$ cat config.mk
export PLATFORM = sky130hd
export DESIGN_NAME = m68k_bus_sequencer
export DESIGN_NICKNAME = d
export VERILOG_FILES = /design/src/rtl/pistorm_bus_pkg.sv /design/src/rtl/m68k_wait_counter.sv /design/src/rtl/m68k_bus_sequencer.sv
export SDC_FILE = /design/constraint.sdc
export NUM_CORES = 1
export LEC_CHECK = 0
export CELL_PAD_IN_SITES_DETAIL_PLACEMENT = 1
export CELL_PAD_IN_SITES_GLOBAL_PLACEMENT = 1
export CORE_ASPECT_RATIO = 0.8
export CORE_MARGIN = 3
export CORE_UTILIZATION = 30
export DETAILED_ROUTE_END_ITERATION = 6
export PLACE_DENSITY = 0.77
export SLEW_MARGIN = 20
export SYNTH_ARGS = -nofsm -noshare
export SYNTH_HDL_FRONTEND = slang
export SYNTH_SLANG_ARGS = --single-unit
$ cat constraint.sdc
create_clock -name SYSCLK -period 5.15 [get_ports SYSCLK]
set_clock_uncertainty 0.05 [all_clocks]
set_input_delay 1.03 -clock SYSCLK [delete_from_list [all_inputs] [get_ports SYSCLK]]
set_output_delay 1.03 -clock SYSCLK [all_outputs]
set_load 0.01 [all_outputs]
$ cat src/rtl/pistorm_bus_pkg.sv
// Shared types and constants for the PiStorm16 68000 bus interface.
package pistorm_bus_pkg;

  localparam int DATA_W = 16;
  localparam int ADDR_W = 23;

  typedef enum logic [3:0] {
    IDLE, S0, S1, S2, S3, S4, S5, S6, S7
  } bus_state_t;

  // 68000 function codes
  localparam logic [2:0] FC_USER_DATA  = 3'd1;
  localparam logic [2:0] FC_USER_PROG  = 3'd2;
  localparam logic [2:0] FC_SUPER_DATA = 3'd5;
  localparam logic [2:0] FC_SUPER_PROG = 3'd6;
  localparam logic [2:0] FC_CPU_SPACE  = 3'd7;

endpackage

$ cat src/rtl/m68k_wait_counter.sv
// Saturating 8-bit wait-state counter with a terminal flag against TIMEOUT_WAITS.
module m68k_wait_counter #(
  parameter int TIMEOUT_WAITS = 255
) (
  input  logic clk_i,
  input  logic rst_i,
  input  logic clr_i,
  input  logic en_i,
  output logic expire_o
);

  logic [7:0] count_q;
  logic [7:0] count_d;

  always_comb begin
    count_d = count_q;
    if (clr_i) begin
      count_d = '0;
    end else if (en_i && (count_q != 8'hFF)) begin
      count_d = count_q + 8'd1;
    end
  end

  always_ff @(posedge clk_i) begin
    if (rst_i) begin
      count_q <= '0;
    end else begin
      count_q <= count_d;
    end
  end

  // High when the next counted wait edge reaches the limit.
  assign expire_o = ({1'b0, count_q} + 9'd1) >= 9'(TIMEOUT_WAITS);

endmodule

$ cat src/rtl/m68k_bus_sequencer.sv
// One 68000 read/write bus cycle per host request, stepped through S0..S7 by MCCLK strobes.
module m68k_bus_sequencer #(
  parameter int TIMEOUT_WAITS = 255,
  parameter int ADDR_W        = 23
) (
  input  logic                                SYSCLK,
  input  logic                                RESET,
  input  logic                                MCCLK_RISING,
  input  logic                                MCCLK_FALLING,
  input  logic                                DTACK_LATCH,
  input  logic                                REQ,
  input  logic                                REQ_WRITE,
  input  logic [ADDR_W-1:0]                   REQ_ADDR,
  input  logic                                REQ_UDS,
  input  logic                                REQ_LDS,
  input  logic [2:0]                          REQ_FC,
  input  logic [pistorm_bus_pkg::DATA_W-1:0]  REQ_WDATA,
  input  logic [pistorm_bus_pkg::DATA_W-1:0]  DATA_IN,
  output logic                                ACK,
  output logic                                ERR,
  output logic [pistorm_bus_pkg::DATA_W-1:0]  RDATA,
  output logic                                BUSY,
  output logic                                AS_N,
  output logic                                UDS_N,
  output logic                                LDS_N,
  output logic                                RW,
  output logic [ADDR_W-1:0]                   ADDR,
  output logic [2:0]                          FC,
  output logic [pistorm_bus_pkg::DATA_W-1:0] DATA_OUT,
  output logic                                DATA_OE
);

  import pistorm_bus_pkg::*;

  bus_state_t          state_q;
  logic                write_q, uds_q, lds_q, abort_q;
  logic [ADDR_W-1:0]   addr_q, addr_out_q;
  logic [2:0]          fc_q, fc_out_q;
  logic [DATA_W-1:0]   wdata_q, dout_q, rdata_q;
  logic                as_n_q, uds_n_q, lds_n_q, rw_q, oe_q, ack_q, err_q, busy_q;
  logic                rise, fall, wc_clr, wc_en, wc_expire;

  // Both strobes together can only be a synchronizer fault; treat as no edge.
  assign rise   = MCCLK_RISING & ~MCCLK_FALLING;
  assign fall   = MCCLK_FALLING & ~MCCLK_RISING;
  assign wc_clr = (state_q == S3) && rise;
  assign wc_en  = (state_q == S4) && fall && !DTACK_LATCH;

  m68k_wait_counter #(.TIMEOUT_WAITS(TIMEOUT_WAITS)) u_wait (
    .clk_i    (SYSCLK),
    .rst_i    (RESET),
    .clr_i    (wc_clr),
    .en_i     (wc_en),
    .expire_o (wc_expire)
  );

  always_ff @(posedge SYSCLK) begin
    if (RESET) begin
      state_q    <= IDLE;
      write_q    <= 1'b0;
      uds_q      <= 1'b0;
      lds_q      <= 1'b0;
      abort_q    <= 1'b0;
      addr_q     <= '0;
      addr_out_q <= '0;
      fc_q       <= '0;
      fc_out_q   <= '0;
      wdata_q    <= '0;
      dout_q     <= '0;
      rdata_q    <= '0;
      as_n_q     <= 1'b1;
      uds_n_q    <= 1'b1;
      lds_n_q    <= 1'b1;
      rw_q       <= 1'b1;
      oe_q       <= 1'b0;
      ack_q      <= 1'b0;
      err_q      <= 1'b0;
      busy_q     <= 1'b0;
    end else begin
      ack_q <= 1'b0;
      case (state_q)
        IDLE: if (rise && REQ) begin
          state_q <= S0;
          busy_q  <= 1'b1;
          write_q <= REQ_WRITE;
          uds_q   <= REQ_UDS;
          lds_q   <= REQ_LDS;
          addr_q  <= REQ_ADDR;
          fc_q    <= REQ_FC;
          wdata_q <= REQ_WDATA;
          rw_q    <= ~REQ_WRITE;
        end
        S0: if (fall) begin
          state_q    <= S1;
          addr_out_q <= addr_q;
          fc_out_q   <= fc_q;
        end
        S1: if (rise) begin
          state_q <= S2;
          as_n_q  <= 1'b0;
          if (!write_q) begin
            uds_n_q <= ~uds_q;
            lds_n_q <= ~lds_q;
          end
        end
        S2: if (fall) begin
          state_q <= S3;
          if (write_q) begin
            dout_q <= wdata_q;
            oe_q   <= 1'b1;
          end
        end
        S3: if (rise) begin
          state_q <= S4;
          if (write_q) begin
            uds_n_q <= ~uds_q;
            lds_n_q <= ~lds_q;
          end
        end
        S4: if (fall) begin
          if (DTACK_LATCH) begin
            state_q <= S5;
          end else if (wc_expire) begin
            // Timeout: jump straight to S7 with the strobes released.
            state_q <= S7;
            abort_q <= 1'b1;
            as_n_q  <= 1'b1;
            uds_n_q <= 1'b1;
            lds_n_q <= 1'b1;
            ack_q   <= 1'b1;
            err_q   <= 1'b1;
          end
        end
        S5: if (rise) begin
          state_q <= S6;
        end
        S6: if (fall) begin
          state_q <= S7;
          if (!write_q) begin
            rdata_q <= DATA_IN;
          end
          as_n_q  <= 1'b1;
          uds_n_q <= 1'b1;
          lds_n_q <= 1'b1;
          ack_q   <= 1'b1;
          err_q   <= abort_q;
        end
        S7: if (rise) begin
          state_q <= IDLE;
          busy_q  <= 1'b0;
          oe_q    <= 1'b0;
          rw_q    <= 1'b1;
          abort_q <= 1'b0;
        end
        default: state_q <= IDLE;
      endcase
    end
  end

  assign ACK      = ack_q;
  assign ERR      = err_q;
  assign RDATA    = rdata_q;
  assign BUSY     = busy_q;
  assign AS_N     = as_n_q;
  assign UDS_N    = uds_n_q;
  assign LDS_N    = lds_n_q;
  assign RW       = rw_q;
  assign ADDR     = addr_out_q;
  assign FC       = fc_out_q;
  assign DATA_OUT = dout_q;
  assign DATA_OE  = oe_q;

endmodule

==> flow_summary.toml, run 1 <==
[cts]
postCtsHoldBufs = 0
cts_buffers = 17
clock_latency_ns = 0.41
cts_tree = "done"
cts-root-buf = "clkbuf_16"
post-cts-setup-buffers = 0
clockBufferDepth = 2
clock_sinks = 124
clk_pin_slew_worst_paths_ns = 0.06
cts.repair.resized = 0
htreeDepth = 4

[synthesis]
synth_compound_area_share_pct = 16.15
avgSynthCellArea_um2 = 8.892
yosys_warnings = 0
synthCells = 582
yosysSeqAreaShare_pct = 47.97
synthAdderAreaFrac_pct = 0.4836
yosys.area_share.xor_xnor_pct = 1.015
syn-num-nets = 651
async_flop_share_pct = 0
synth-edff-count = 0
ys.flop_type = "dfxtp_1"
ys_types = 58
muxShareOfSynthArea_pct = 4.159
yosys.area_share.simple_pct = 24.83
ys_ff_latch = 124
netlist_area_um2 = 5175
synth_top_family_by_area = "simple AND/OR/NAND/NOR gates"

[place]
place.detailed.hpwl_mm = 10.32
place_congestion = 0.8558
preCtsSetupSlack_ns = 1.503
io_buffers = 132
dpl_cell_area_um2 = 6540
dpl.cell_count = 900

[worst_setup_path]
worst_ep_arrival_time_ns = 3.48
start_kind = "input pin"
crit_start = "MCCLK_RISING"
cp_data_required_time_ns = 5.44
end_kind = "register"
critical_path_class = "in2reg"
critPathMaxFanout = 24
crit-reg2reg-launch = "state_q[0]$_SDFFE_PP0P_"

[timing]
finalHoldViolations = 0
min_period_over_period_pct = 61.93
fmax_mhz = 313.6
setup_viol = 0
maxSlewHeadroom_pct = 32.84
period_needed_ns = 3.189
fin_ws_ns = 1.961
finalSetupTns_ns = 0
rsz0062_at_grt = "no"
worstMarginPinSlew_ns = 1.007
slew_viol_final = 0

[grt]
track_usage_pct = 16.05
antenna_found_initial = 0
grt_pass1_wl_mm = 24.14
grt_pass1_vias = 4859
grt.overflow.total = 0
grt_max_degree = 73

[final_layout]
fin_nets = 768
syn_to_final_growth_pct = 39.31
finalInstanceArea_um2 = 7209
fillers = 1943
diodes = 0
multiInputGateArea_um2 = 2427
seq_area_um2 = 2482
final_cell_count_no_fill = 932
drive_above_1_share_pct = 19.38

[route]
drt-total-wl_mm = 14.70
met3RoutedLength_um = 891
drc_errors = 0
via_count = 4440
wire_per_inst_um = 15.77
drtIter0Drc = 160
highest_layer = "met4"
vias_per_cell = 4.764
antenna_left = 0
met2_length_mm = 6.933
drt-met1-wl_mm = 6.586
drt_first_pass_iters = 4

[floorplanning]
die_width_um = 152.8
dieHeight_um = 123.5
die_area_um2 = 18870
core.rowCount = 42
start_util_pct = 30.97
coreArea_um2 = 16710
io_pins = 133

[outcome]
status = "finished, final reports clean"

[pwr]
ir_drop_mv = 0.2135
p_leak_nw = 2.529
p_total_mw = 2.479
p_sw_share_pct = 22.06
power.switching_mw = 0.5469
powerDensity_nw_per_um2 = 343.9
power_frac_clock_pct = 52.9
seq_power_share_pct = 40.3
power_frac_comb_pct = 6.8
p_int_mw = 1.932

[worst_hold_path]
min-delay-path-class = "reg2reg"
hold_start = "abort_q$_SDFFE_PP0P_"

[job]
drv_cap = 0
==> placed cells by master, fill, tap and decap left out, types with 3 or more instances in the layout <==
cell and n:
nand2_1 144, clkdlybuf4s50_1 131, dfxtp_1 124, a21oi_1 52, nand2_2 42, a21oi_2 41
nor2_1 34, mux2i_1 20, clkbuf_16 17, inv_1 7, nor2b_1 6, nand3_1 5
bufinv_16 5, and3_1 4, o21ai_0 4, xor2_1 4, nor3_1 4, buf_4 4
nor3b_1 3, nand3_2 3, clkinvlp_4 3, clkinv_4 3
==> synth_stat cells (all sizes together), types with 4 or more instances <==
| cell | number | area share, % |
|---|---|---|
| inv | 7 | 0.51 |
| and3 | 5 | 0.60 |
| mux2i | 20 | 3.9 |
| nand2 | 186 | 16 |
| nand3 | 10 | 1.5 |
| a21oi | 94 | 12 |
| xor2 | 4 | 0.68 |
| o21ai | 5 | 0.48 |
| nor2 | 36 | 2.8 |
| nor3b | 4 | 0.80 |
| clkbuf | 21 | 1.5 |
| nor2b | 6 | 0.73 |
| buf | 16 | 3.4 |
| nor3 | 5 | 0.70 |
| dfxtp | 124 | 48 |
==> flip-flops by register name, summed over array words and instances (netlist names), 3 cells and up <==
signal,flops
ADDR,23
FC,3
RDATA,16
addr_q,23
DATA_OUT,16
wdata_q,16
state_q,4
u_wait.count_q,8
fc_q,3
==> power by group through the flow <==
| stage | registers, mW | logic (mW) | clock network, mW |
|---|---|---|---|
| 2_1_floorplan | 1.01 | 0.108 | 0 |
| 3_3_place_gp | 1.02 | 0.164 | 0 |
| 3_5_place_dp | 1.02 | 0.169 | 0 |
| 4_1_cts | 0.998 | 0.170 | 1.34 |
| 5_1_grt | 1.00 | 0.185 | 1.39 |
| 6_report | 0.998 | 0.168 | 1.31 |
==> stage by stage <==
stage / util, % / hold WS [ns]
floorplan: - / 0.3746
global placement: 39.14 / 0.3861
detailed placement: 39.14 / 0.3899
CTS: 43.07 / 0.3985
global route: 43.14 / 0.4248
finish: 43.14 / 0.3997
==> cell families after synthesis <==
logic type,after synthesis
buffers and inverters,44
AO/OA/AOI/OAI,118
multiplexers,21
AND/OR/NAND/NOR,267
flip-flops,124
XOR/XNOR,6
adder cells (fa/ha/maj),2
==> worst max-delay path, cell delays in order <==
cell             delay [ns]
clkdlybuf4s50_1        0.52
nor3b_4                0.30
and2b_1                0.24
and3_2                 0.67
buf_4                  0.46
nand2_1                0.10
a21oi_1                0.14
==> area by class of cell <==
cell class | instances | share of cell area [%]
well taps | 220 | 3.818
inverters | 7 | 0.3645
repair buffers | 135 | 18.60
clock buffers | 18 | 6.092
multi-input cells | 414 | 33.67
clock inverters | 14 | 3.020
flip-flops and latches | 124 | 34.43
==> final timing paths <==
kind	end	slack, ns	cells after the start
setup / recovery	addr_q[1]$_SDFFE_PP0P_	1.96	7
hold / removal	abort_q$_SDFFE_PP0P_	0.40	2
setup reg to reg	addr_q[1]$_SDFFE_PP0P_	2.63	6
hold reg to reg	abort_q$_SDFFE_PP0P_	0.40	2
==> metal layers <==
layer	vias up	global-route usage (%)
li1	2159	-
met1	2136	18.94
met2	120	26.93
met3	25	6.123
met4	0	5.843
met5	-	0
No activity file was read; power rests on OpenSTA's default activity.
==> run 2, diff against run 1 <==
--- a/config.mk
+++ b/config.mk
@@ -11,7 +11,7 @@
 export CORE_MARGIN = 3
 export CORE_UTILIZATION = 30
 export DETAILED_ROUTE_END_ITERATION = 6
-export PLACE_DENSITY = 0.77
+export PLACE_DENSITY = 0.8
 export SLEW_MARGIN = 20
 export SYNTH_ARGS = -nofsm -noshare
 export SYNTH_HDL_FRONTEND = slang
==> constraint.sdc (replaced) <==
create_clock -name SYSCLK -period 2.7 [get_ports SYSCLK]
set_clock_uncertainty 0.05 [all_clocks]
set_input_delay 0.54 -clock SYSCLK [delete_from_list [all_inputs] [get_ports SYSCLK]]
set_output_delay 0.54 -clock SYSCLK [all_outputs]
set_load 0.01 [all_outputs]
==> run 2 against run 1 <==
  * Final area decreased by 0.14%
  * Sequential cell count unchanged
  * Global-route usage decreased by 0.55 points
  * Setup slack got worse by 1.5 ns
  * Combinational power increased by 100%
  * Utilization decreased by 0.060 points
==> flow_summary.toml, run 2 (same netlist as run 1, synthesis figures left out) <==
[grt]
track_usage_pct = 15.50
grt.overflow.total = 0
grt_pass1_wl_mm = 23.53
antenna_found_initial = 0
grt_max_degree = 69
grt_pass1_vias = 4701

[cts]
clockBufferDepth = 2
clk_pin_slew_worst_paths_ns = 0.05
postCtsHoldBufs = 0
clock_sinks = 124
clock_latency_ns = 0.41
htreeDepth = 4
cts.repair.resized = 0
post-cts-setup-buffers = 0
cts_tree = "done"
cts_buffers = 17
cts-root-buf = "clkbuf_16"

[final_layout]
drive_above_1_share_pct = 19.75
mostFrequentLayoutCells = "nand2_1, clkdlybuf4s50_1, dfxtp_1"
fin_nets = 777
diodes = 0
finalInstanceArea_um2 = 7199
syn_to_final_growth_pct = 39.12
final_cell_count_no_fill = 939
mostFrequentLayoutCell = "nand2_1"

[floorplanning]
die_width_um = 152.8
io_pins = 133
dieHeight_um = 123.5
die_area_um2 = 18870
start_util_pct = 30.97
coreArea_um2 = 16710
core.rowCount = 42

[place]
dpl.cell_count = 909
place_congestion = 0.8649
place.detailed.hpwl_mm = 10.18
dpl_cell_area_um2 = 6633
io_buffers = 132

[worst_hold_path]
min-delay-path-class = "reg2reg"

[outcome]
status = "finished, final reports clean"

[worst_setup_path]
cp_data_required_time_ns = 2.90
start_kind = "register"
critical_path_class = "reg2reg"
end_kind = "register"
critPathMaxFanout = 16
worst_ep_arrival_time_ns = 2.46

[pwr]
ir_drop_mv = 0.4234
p_total_mw = 4.426
p_leak_nw = 2.547
powerDensity_nw_per_um2 = 614.8

[route]
wire_per_inst_um = 15.39
drc_errors = 0
via_count = 4392
drt_first_pass_iters = 4
drt-total-wl_mm = 14.45
vias_per_cell = 4.677
drtIter0Drc = 181
antenna_left = 0

[timing]
rsz0062_at_grt = "no"
finalHoldViolations = 0
maxSlewHeadroom_pct = 45.76
fmax_mhz = 443.0
finalSetupTns_ns = 0
period_needed_ns = 2.257
setup_viol = 0
slew_viol_final = 0
min_period_over_period_pct = 83.60
worstMarginPinSlew_ns = 0.8136

[job]
drv_cap = 0
-- run 2: through the flow --
step	setup slack [ns]	hold WS, ns	util [%]
3_3_place_gp	0.2752	0.3854	39.69
6_report	0.4428	0.3925	43.08
4_1_cts	0.4319	0.3979	43.08
2_1_floorplan	0.7890	0.3746	-
3_5_place_dp	0.1816	0.3895	39.69
5_1_grt	0.1961	0.4174	43.08
-- run 2: final timing paths --
kind,startpoint,to,slack (ns),depth (start not counted)
worst min register to register,abort_q$_SDFFE_PP0P_,abort_q$_SDFFE_PP0P_,0.39,2
worst max-delay path,state_q[0]$_SDFFE_PP0P_,RDATA[14]$_SDFFE_PP0P_,0.44,6
worst max register to register,state_q[0]$_SDFFE_PP0P_,RDATA[14]$_SDFFE_PP0P_,0.44,6
worst min-delay path,abort_q$_SDFFE_PP0P_,abort_q$_SDFFE_PP0P_,0.39,2
-- run 2: critical path, stage by stage, from the launching register on --
cell and delay, ns:
dfxtp_1 0.60, nor2b_1 0.30, and2_1 0.28, nand3_2 0.17, or2_1 0.45, nand2_1 0.16, a21oi_1 0.07
-- run 2: layout make-up --
type,count,area [um^2]
Tap cell,220,275.3
Fill cell,1946,9512
Clock buffer,22,474.2
Inverter,7,26.28
Sequential cell,124,2482
Multi-Input combinational cell,414,2415
Timing Repair Buffer,144,1434
Clock inverter,8,92.59
-- run 2: power breakdown --
part / switching (mW) / total (mW) / internal (mW)
logic: 0.171 / 0.337 / 0.167
registers: 0.0358 / 1.91 / 1.87
clock network: 0.772 / 2.18 / 1.41
total: 0.979 / 4.43 / 3.45
-- run 2: layer usage --
layer | share of wire [%] | up-vias | GRT usage [%]
li1 | - | 2177 | -
met1 | 46 | 2078 | 19.40
met2 | 46 | 118 | 25.52
met3 | 6.4 | 19 | 4.899
met4 | 1.2 | 0 | 5.398
met5 | 0 | - | 0
